[src/rtl/pipeline_pkg.sv]
// pipeline_pkg: shared divider state encodings, iteration count and stall-vector bit indices
package pipeline_pkg;
  typedef enum logic [1:0] {IDLE, BYZERO, ON, END} div_state_e;
  localparam int DIV_ITER  = 32;
  localparam int STALL_PC  = 0;
  localparam int STALL_IF  = 1;
  localparam int STALL_ID  = 2;
  localparam int STALL_EXE = 3;
  localparam int STALL_MEM = 4;
  localparam int STALL_WB  = 5;
endpackage

[src/rtl/div_step.sv]
// div_step: one restoring shift-subtract step on the shifted partial remainder
module div_step (
  input  logic [32:0] rem_in,
  input  logic [31:0] divisor,
  output logic [31:0] rem_out,
  output logic        q_bit
);
  assign q_bit   = rem_in >= {1'b0, divisor};
  assign rem_out = q_bit ? 32'(rem_in - {1'b0, divisor}) : rem_in[31:0];
endmodule

[src/rtl/div_unit.sv]
// div_unit: 32-step restoring DIV/DIVU for the EXE stage; DIV_BYZERO_FAST_EN short-cuts divide by zero
module div_unit
  import pipeline_pkg::*;
(
  input  logic        clk,
  input  logic        rst,
  input  logic        start,
  input  logic        annul,
  input  logic        signed_div,
  input  logic [31:0] opdata1,
  input  logic [31:0] opdata2,
  output logic [63:0] result,
  output logic        ready,
  output logic        stall_req
);
  div_state_e  state, nxt;
  logic [4:0]  cnt;
  logic [31:0] dvd, dvs, rem, rem_nx, q_fin, quo, rmd;
  logic        s1, s2, q_bit;
  div_step u_step (.rem_in({rem, dvd[31]}), .divisor(dvs), .rem_out(rem_nx), .q_bit(q_bit));
  assign q_fin     = {dvd[30:0], q_bit};
  assign quo       = (s1 ^ s2) ? -q_fin : q_fin;
  assign rmd       = s1 ? -rem_nx : rem_nx;
  assign stall_req = start & ~ready & ~annul;
  // state register
  always_ff @(posedge clk or negedge rst)
    if (!rst) state <= IDLE;
    else state <= nxt;
  // next state; annul wins from anywhere
  always_comb begin
    nxt = state;
    if (annul) nxt = IDLE;
    else
      case (state)
`ifdef DIV_BYZERO_FAST_EN
        IDLE:    nxt = start ? ((opdata2 == '0) ? BYZERO : ON) : IDLE;
`else
        IDLE:    nxt = start ? ON : IDLE;
`endif
        BYZERO:  nxt = END;
        ON:      nxt = (cnt == 5'(DIV_ITER - 1)) ? END : ON;
        END:     nxt = start ? END : IDLE;
        default: nxt = IDLE;
      endcase
  end
  // operand latch, iteration datapath and result register; dvd doubles as the quotient shifter
  always_ff @(posedge clk or negedge rst)
    if (!rst) begin
      cnt    <= '0;
      dvd    <= '0;
      dvs    <= '0;
      rem    <= '0;
      s1     <= 1'b0;
      s2     <= 1'b0;
      result <= '0;
      ready  <= 1'b0;
    end else if (nxt == IDLE) begin
      result <= '0;
      ready  <= 1'b0;
    end else if (state == IDLE) begin
      s1  <= signed_div & opdata1[31];
      s2  <= signed_div & opdata2[31];
      dvd <= (signed_div & opdata1[31]) ? -opdata1 : opdata1;
      dvs <= (signed_div & opdata2[31]) ? -opdata2 : opdata2;
      rem <= '0;
      cnt <= '0;
    end else if (state == ON) begin
      dvd <= q_fin;
      rem <= rem_nx;
      cnt <= cnt + 5'd1;
      if (nxt == END) begin
        result <= {rmd, quo};
        ready  <= 1'b1;
      end
    end else if (state == BYZERO) begin
      result <= '0;
      ready  <= 1'b1;
    end
endmodule
[config.mk]
export PLATFORM = sky130hd
export DESIGN_NAME = div_unit
export DESIGN_NICKNAME = d
export VERILOG_FILES = /design/src/rtl/pipeline_pkg.sv /design/src/rtl/div_step.sv /design/src/rtl/div_unit.sv
export SDC_FILE = /design/constraint.sdc
export NUM_CORES = 1
export LEC_CHECK = 0
export BUFFER_PORTS_ARGS = -buffer_cell sky130_fd_sc_hd__buf_2
export CORE_MARGIN = 5
export CORE_UTILIZATION = 54
export DETAILED_ROUTE_END_ITERATION = 10
export GPL_TIMING_DRIVEN = 0
export MAX_ROUTING_LAYER = met4
export PLACE_DENSITY = 0.82
export SKIP_LAST_GASP = 1
export SLEW_MARGIN = 25
export SYNTH_ARGS = -nofsm -noshare
export SYNTH_HDL_FRONTEND = slang
export SYNTH_SLANG_ARGS = --single-unit
export TNS_END_PERCENT = 20
[constraint.sdc]
create_clock -name clk -period 4.3 [get_ports clk]
set_input_delay 0.86 -clock clk [delete_from_list [all_inputs] [get_ports clk]]
set_output_delay 0.86 -clock clk [all_outputs]
set_load 0.01 [all_outputs]
==> results of run 1 <==
-- registers in the layout (all words and copies together) (netlist names), 2 cells and up --
register and flops:
dvd 32, dvs 32, rem 32, cnt 5, state 2, result 64
-- synthesized netlist by cell type, drive strengths merged, types with 3 or more instances --
cell type,n,area share (%)
nand2,247,7.8
o21ai,230,9.6
dfrtp,170,36
a21oi,95,4.1
nor2,90,2.8
xnor2,84,6.1
inv,72,2.3
clkbuf,63,2.0
xor2,61,4.5
ha,38,4.0
nor3,36,1.5
o31ai,26,1.6
nor4,24,1.3
buf,20,0.93
or3,20,1.0
mux2i,19,1.6
nand3,18,0.75
a21o,16,1.0
a31oi,14,0.73
a211oi,10,0.71
and2,10,0.52
o22ai,10,0.52
a22o,9,0.66
and3,9,0.47
nand4,9,0.47
o221ai,8,0.59
o41ai,8,0.65
nand2b,7,0.37
o211ai,7,0.44
or2,7,0.37
a41oi,6,0.44
o21a,6,0.38
or4,6,0.38
a311oi,4,0.34
nand3b,4,0.25
o31a,4,0.29
a22oi,3,0.19
a31o,3,0.22
and4,3,0.22
o21bai,3,0.19
-- placed cells by master (no fill, tap or decap), types with 9 or more instances in the layout --
cell       netlist  final
o31ai_1         26     23
nor4_1          23     19
xnor2_1         84     82
nand4_1          9      9
clkbuf_1        63     56
buf_6            2      9
dfrtp_1        170    159
a21oi_1         93     85
buf_2           14    135
clkbuf_16        0     18
xor2_1          61     61
nand2_1        245    240
a22o_1           9      9
a31oi_1         14     14
mux2i_1         19     18
dfrtp_2          0     11
nand3_1         18     17
buf_4            1     49
ha_4             0     10
o21ai_0        226    217
o22ai_1         10     10
inv_1           71     70
ha_1            38     23
a21o_1          16     16
nor3_1          36     32
or3_1           20     20
and3_1           9      9
nor2_1          90     86
-- report_power, final --
group	total [mW]	switching [mW]	internal [mW]
logic	1.72	1.05	0.660
clock network	1.68	0.723	0.962
registers	1.85	0.116	1.73
-- stage by stage --
stage / setup TNS [ns] / utilization, %
finish: -0.0496 / 66.9
global route: -1.66 / 66.9
CTS: -0.693 / 65.5
detailed placement: -11.36 / 59.9
global placement: -41.39 / 59.7
floorplan: 0 / -
-- final timing paths --
path | startpoint | to | cells past startpoint | slack (ns)
worst max-delay path | rem[13] | result[56] | 18 | -0.02
worst min-delay path | rst | result[27] | 1 | 0.36
worst max register to register | rem[13] | result[56] | 18 | -0.02
worst min register to register | result[8] | result[8] | 2 | 0.47
max in group asynchronous | rst | dvs[26] | 2 | 3.07
min in group clk | result[8] | result[8] | 2 | 0.47
-- cells by family (layout without fill, tap and decap cells) --
group                      Yosys count  in the layout  synth area share (%)
xor gates and xnor gates           145            145                  10.6
muxes                               20             20                  1.68
and+or+nand+nor                    497            497                  18.7
AOI/OAI and AO/OA                  480            480                  24.2
buffers and inverters              155            362                  5.16
DFF                                170            170                  35.5
adders and majority gates           39             39                  4.14
other                                0              1                     0
-- critical path, cell delays in order, from the launching register on --
cell	delay [ns]
dfrtp_1	0.46
ha_2	0.45
nand4_1	0.20
nor4_4	0.34
a31oi_1	0.14
o31ai_2	0.11
or2_1	0.17
buf_6	0.15
inv_8	0.05
clkbuf_16	0.14
mux2i_4	0.21
ha_4	0.19
nand4_1	0.10
or2_4	0.29
nand4b_1	0.25
a211o_4	0.44
o31ai_4	0.24
xnor2_1	0.09
a22o_1	0.19
-- layer usage --
metal | GRT usage (%) | vias to the layer above | wire length (um)
li1 | - | 5737 | -
met1 | 37.5 | 5673 | 15200
met2 | 47.5 | 666 | 17800
met3 | 5.18 | 132 | 3400
met4 | 13.0 | 0 | 1880
met5 | - | - | 0
-- repair_timing --
action,4_1_cts,5_1_grt
pin swaps,18,17
gates resized for setup,79,54
setup buffers,35,12
gates cloned,0,0
endpoints found under the setup margin,27,27
-- cell type report --
cell class	instances	share of cell area (%)
multi-input combinational	1181	51.9
sequential	170	29.2
timing repair buffer	182	7.28
clock buffer	19	3.10
buffer	77	2.98
tap	280	2.40
inverter	72	1.90
clock inverter	12	1.18
antenna	1	0.0171
==> impl_metrics.csv, run 1 <==
group,metric,value,unit
outcome,outcome,"complete, but fails checks",
outcome,violations,"setup timing",
clock_network,cts_inserted_buffers,17,
detailed_routing,antenna_left,0,
timing,setup_viol,3,
detailed_routing,drtIter0Drc,1196,
setup_path,endpoint_kind,"flop",
floorplan,dieArea,0.0253,mm2
clock_network,cts_max_path_buffers,2,
detailed_routing,wl_per_cell,19.2,um
detailed_routing,vias_per_cell,6.12,
yosys,synth-seq-area-share,35.5,%
global_route,grt_max_degree,96,
cells_and_area,fin_cells,1994,
timing,finalMaxSlewViolations,0,
job,max-cap-violations,0,
detailed_routing,drt-pass1-iter-count,6,
floorplan,pin_count,135,
global_route,antenna_found_initial,1,
floorplan,die_h,159,um
cells_and_area,seq_area,0.00427,mm2
power,leakagePower,6.50,nW
setup_path,worstPathMaxFanout,7,
placed_design,place_inst,1921,
cells_and_area,nNetsFinal,1809,
setup_path,crit_arrival,4.65,ns
detailed_routing,route.detailed.drc,0,
timing,maxSlewHeadroom,38.5,%
placed_design,post-place-ws,-1.10,ns
setup_path,required,4.63,ns
timing,finClkSkew,0.0153,ns
yosys,synth-seq-cells,170,
setup_path,worstSetupPathType,"flop to flop",
timing,period_needed,4.32,ns
yosys,synth.distinct_cells,78,
yosys,synth_fp_nets,1614,
timing,hold_viol,0,
placed_design,dp_hpwl,28300,um
timing,timing.final.crit_share,101,%
placed_design,gp_congestion,0.986,
power,power.density,359,mW/mm2
cells_and_area,syn2layout_area_growth,22.0,%
cells_and_area,drive_above_1_share,19.0,%
cells_and_area,n_fill_cell,1765,
timing,setup_ws,-0.0248,ns
yosys,synth_cells,1506,
power,peakVddDrop,0.228,mV
clock_network,clk_latency,0.44,ns
floorplan,initial_utilization,54.9,%
yosys,syn_avg_cell_area,7.95,um2
detailed_routing,drt-total-wl,38300,um
setup_path,cp-start-kind,"flop",
timing,worst_pin_slew,0.913,ns
timing,rsz0062_at_grt,"yes",
clock_network,tritoncts,"built",
clock_network,ctsRootBufferMaster,"clkbuf_16",
clock_network,cts.hold.buffers_added,0,
placed_design,io_buffers,133,
clock_network,cts.htree.levels,4,
detailed_routing,vias,12208,
power,totalPowerFinal,5.25,mW
placed_design,placed_area,0.0131,mm2
worst_hold_path,min_path_type,"input pin to async pin",
clock_network,clock_sinks,170,
cells_and_area,final_area,0.0146,mm2
global_route,grt_pass1_wl,60300,um
yosys,synth_edf_count,0,
floorplan,die-width,159,um
clock_network,clk_pin_slew,0.07,ns
floorplan,fp-row-count,54,
yosys,async_flop_share,100,%
yosys,synth_area,0.0120,mm2
timing,worst_hold_slack,0.358,ns
global_route,grt_overflow,0,
floorplan,core-area,0.0218,mm2
global_route,grt_pass1_vias,11753,
global_route,grtUsageTotal,29.8,%
yosys,synth_ff_type,"dfrtp_1",
yosys,yosys_warnings,0,
timing,fmax,231,MHz
cells_and_area,multi_input_area,0.00758,mm2
(Power assumes the default switching activity.)
==> inputs of run 2 (changes only) <==
--- a/config.mk
+++ b/config.mk
@@ -11,10 +11,11 @@
 export DETAILED_ROUTE_END_ITERATION = 10
 export GPL_TIMING_DRIVEN = 0
 export MAX_ROUTING_LAYER = met4
-export PLACE_DENSITY = 0.82
+export PLACE_DENSITY = 0.83
 export SKIP_LAST_GASP = 1
 export SLEW_MARGIN = 25
 export SYNTH_ARGS = -nofsm -noshare
 export SYNTH_HDL_FRONTEND = slang
+export SYNTH_HIERARCHICAL = 1
 export SYNTH_SLANG_ARGS = --single-unit
 export TNS_END_PERCENT = 20
==> run 2 against run 1 <==
- clock skew fell by 0.0069 ns
- the flow still finishes with violations (setup timing)
- worst setup slack worse by 0.64 ns
- hold slack better by 0.012 ns
- critical path depth decreased by 1
- combinational power rose to 3.0 times the previous value
- sequential cell count did not move
- count of clock-buffer cells in the layout unchanged
- register-to-register slack lost 0.64 ns
- sequential power grew 14%
- largest power group is now combinational cells
- design area is 8.2% lower
- maximum frequency decreased by 13%
==> impl_metrics.csv, run 2 <==
group,metric,value,unit
placed_design,io_buffers,134,
floorplan,pin_count,135,
setup_path,crit_arrival,5.27,ns
power,power.density,652,mW/mm2
yosys,synth.distinct_cells,64,
yosys,synth.most_common_cell,"nand2_1",
timing,setup_viol,27,
cells_and_area,drive_above_1_share,17.4,%
clock_network,tritoncts,"built",
cells_and_area,layout_commonest_cell,"nand2_1",
clock_network,cts.htree.levels,4,
timing,worst_pin_slew,0.835,ns
yosys,synth_edf_count,0,
setup_path,slowest_stage,"or4_4",
global_route,grt_pass1_vias,10217,
timing,finClkSkew,0.00841,ns
outcome,violations,"setup timing",
timing,rsz0062_at_grt,"yes",
cells_and_area,nNetsFinal,1634,
setup_path,required,4.60,ns
clock_network,cts.hold.buffers_added,0,
global_route,antenna_found_initial,0,
timing,period_needed,4.96,ns
yosys,synth_cells,1355,
detailed_routing,drtIter0Drc,1166,
timing,setup_ws,-0.663,ns
cells_and_area,largest_register,"result",
yosys,yosys_warnings,6,
timing,finalSetupTns,-10.39,ns
placed_design,post-place-ws,-0.855,ns
setup_path,worstSetupPathType,"flop to flop",
detailed_routing,drt-pass1-iter-count,8,
clock_network,clk_pin_slew,0.07,ns
worst_hold_path,min_path_type,"input pin to async pin",
floorplan,dieArea,0.0242,mm2
outcome,outcome,"complete, but fails checks",
detailed_routing,antenna_left,0,
power,leakagePower,6.09,nW
yosys,synth_ff_type,"dfrtp_1",
power,totalPowerFinal,8.74,mW
setup_path,cp-start-kind,"flop",
global_route,grt_pass1_wl,52100,um
floorplan,core-area,0.0210,mm2
detailed_routing,drt-total-wl,32500,um
cells_and_area,layout_common_cells,"nand2_1, dfrtp_1, o21ai_0, buf_2, xor2_1",
setup_path,endpoint_kind,"flop",
floorplan,die_h,156,um
global_route,grt_max_degree,96,
yosys,synth_area_leader_cell,"dfrtp_1",
yosys,synthTopCellsByArea,"dfrtp_1, nand2_1, xor2_1",
clock_network,ctsRootBufferMaster,"clkbuf_16",
yosys,async_flop_share,100,%
power,peakVddDrop,0.336,mV
detailed_routing,vias_per_cell,6.00,
cells_and_area,fin_util,64.0,%
detailed_routing,wl_per_cell,17.9,um
placed_design,gp_congestion,1.03,
setup_path,crit_path_frequent_cell,"or4_4",
yosys,synth_fp_nets,1463,
yosys,synth_area,0.0114,mm2
clock_network,clock_sinks,170,
cells_and_area,final_area,0.0134,mm2
yosys,syn_avg_cell_area,8.45,um2
timing,timing.final.crit_share,115,%
setup_path,path_cells,"ha_1 -> buf_6 -> a211oi_4 -> o211ai_1 -> a41o_1 -> or2_0 -> o22a_2 -> a21oi_4 -> o21ai_4 -> buf_12 -> mux2_4 -> or4_4 -> or3_4 -> or4_4 -> o41ai_4 -> xor2_1 -> o21ai_1",
clock_network,clk_latency,0.43,ns
global_route,grt_overflow,0,
setup_path,worstPathMaxFanout,6,
cells_and_area,n_antenna_cell,0,
placed_design,dp_hpwl,24400,um
setup_path,slowest_delay,0.54,ns
placed_design,placed_area,0.0126,mm2
detailed_routing,route.detailed.drc,0,
yosys,synth-seq-area-share,37.2,%
timing,finalMaxSlewViolations,0,
job,max-cap-violations,0,
cells_and_area,syn2layout_area_growth,17.1,%
floorplan,die-width,156,um
yosys,synth-seq-cells,170,
yosys,yosysTopAreaCellShare,37.2,%
yosys,yosys-top-cells-count,"nand2_1, dfrtp_1, o21ai_0",
floorplan,fp-row-count,53,
timing,hold_viol,0,
cells_and_area,largest_reg_flops,64,
detailed_routing,vias,10885,
timing,maxSlewHeadroom,44.4,%
clock_network,cts_inserted_buffers,17,
floorplan,initial_utilization,54.6,%
clock_network,cts_max_path_buffers,2,
timing,fmax,202,MHz
global_route,grtUsageTotal,27.3,%
## run 2: changes by cell type after synthesis, sizes merged, moves of 10 or more
cell and change:
xor2 +32, nand3 +29, a21oi -13, mux2i -14, mux2 +29, inv -24, nor2 -29, nor4 -11
nor3 -15, xnor2 -29, o21ai -46, or4 +10
## run 2: power breakdown
part / switching, mW / total (mW) / internal [mW]
clock network: 0.696 / 1.54 / 0.846
registers: 0.273 / 2.11 / 1.84
logic: 2.89 / 5.09 / 2.20
## run 2: cell families after synthesis
family	share of synthesized area, %
buffers and inverters	4.36
XOR/XNOR	11.3
adder cells (fa/ha/maj)	4.33
AND/OR/NAND/NOR	19.1
flip-flops	37.2
multiplexers	4.27
AO/OA/AOI/OAI	19.4
## run 2: per-stage QoR
step	hold WS, ns	instances
2_1_floorplan	0.439	1355
3_3_place_gp	0.454	1764
3_5_place_dp	0.465	1765
4_1_cts	0.399	1800
5_1_grt	0.423	1814
6_report	0.370	1814
## run 2: final cells by class
cell class              count  area (um2)
plain buffers              65         302
clock buffers              19         453
clock inverters            13         131
multi-input cells        1069        6880
flip-flops and latches    170        4250
repair buffers            155         868
well taps                 275         344
inverters                  48         180
fillers                  1755        7540
## run 2: repair_timing
item,CTS,global route
pin swaps,3,23
gates cloned,0,0
buffers inserted,5,16
setup endpoints to repair,25,34
resized for setup,2,24
## run 2: path summary, 6_finish.rpt
kind	startpoint	endpoint	slack [ns]	cells after the start
max	rem[19]	result[63]	-0.66	17
min	rst	result[24]	0.37	1
max reg2reg	rem[19]	result[63]	-0.66	17
min reg2reg	result[19]	result[19]	0.47	2
max in group asynchronous	rst	dvs[28]	3.04	2
min in group clk	result[19]	result[19]	0.47	2
## run 2: per-layer routing
layer	vias to the layer above	share of wire, %	GRT usage, %
li1	5109	-	-
met1	5115	42	36.8
met2	565	45	42.4
met3	96	9.4	4.33
met4	0	3.2	9.09
met5	-	0	-
## run 2: critical path: cells and delay by family (launching register included)
kind / cells / cell delay, ns
AND/OR/NAND/NOR: 4 / 1.69
multiplexers: 1 / 0.32
XOR/XNOR: 1 / 0.24
adder cells (fa/ha/maj): 1 / 0.32
AO/OA/AOI/OAI: 8 / 1.54
flip-flops: 1 / 0.41
buffers and inverters: 2 / 0.30
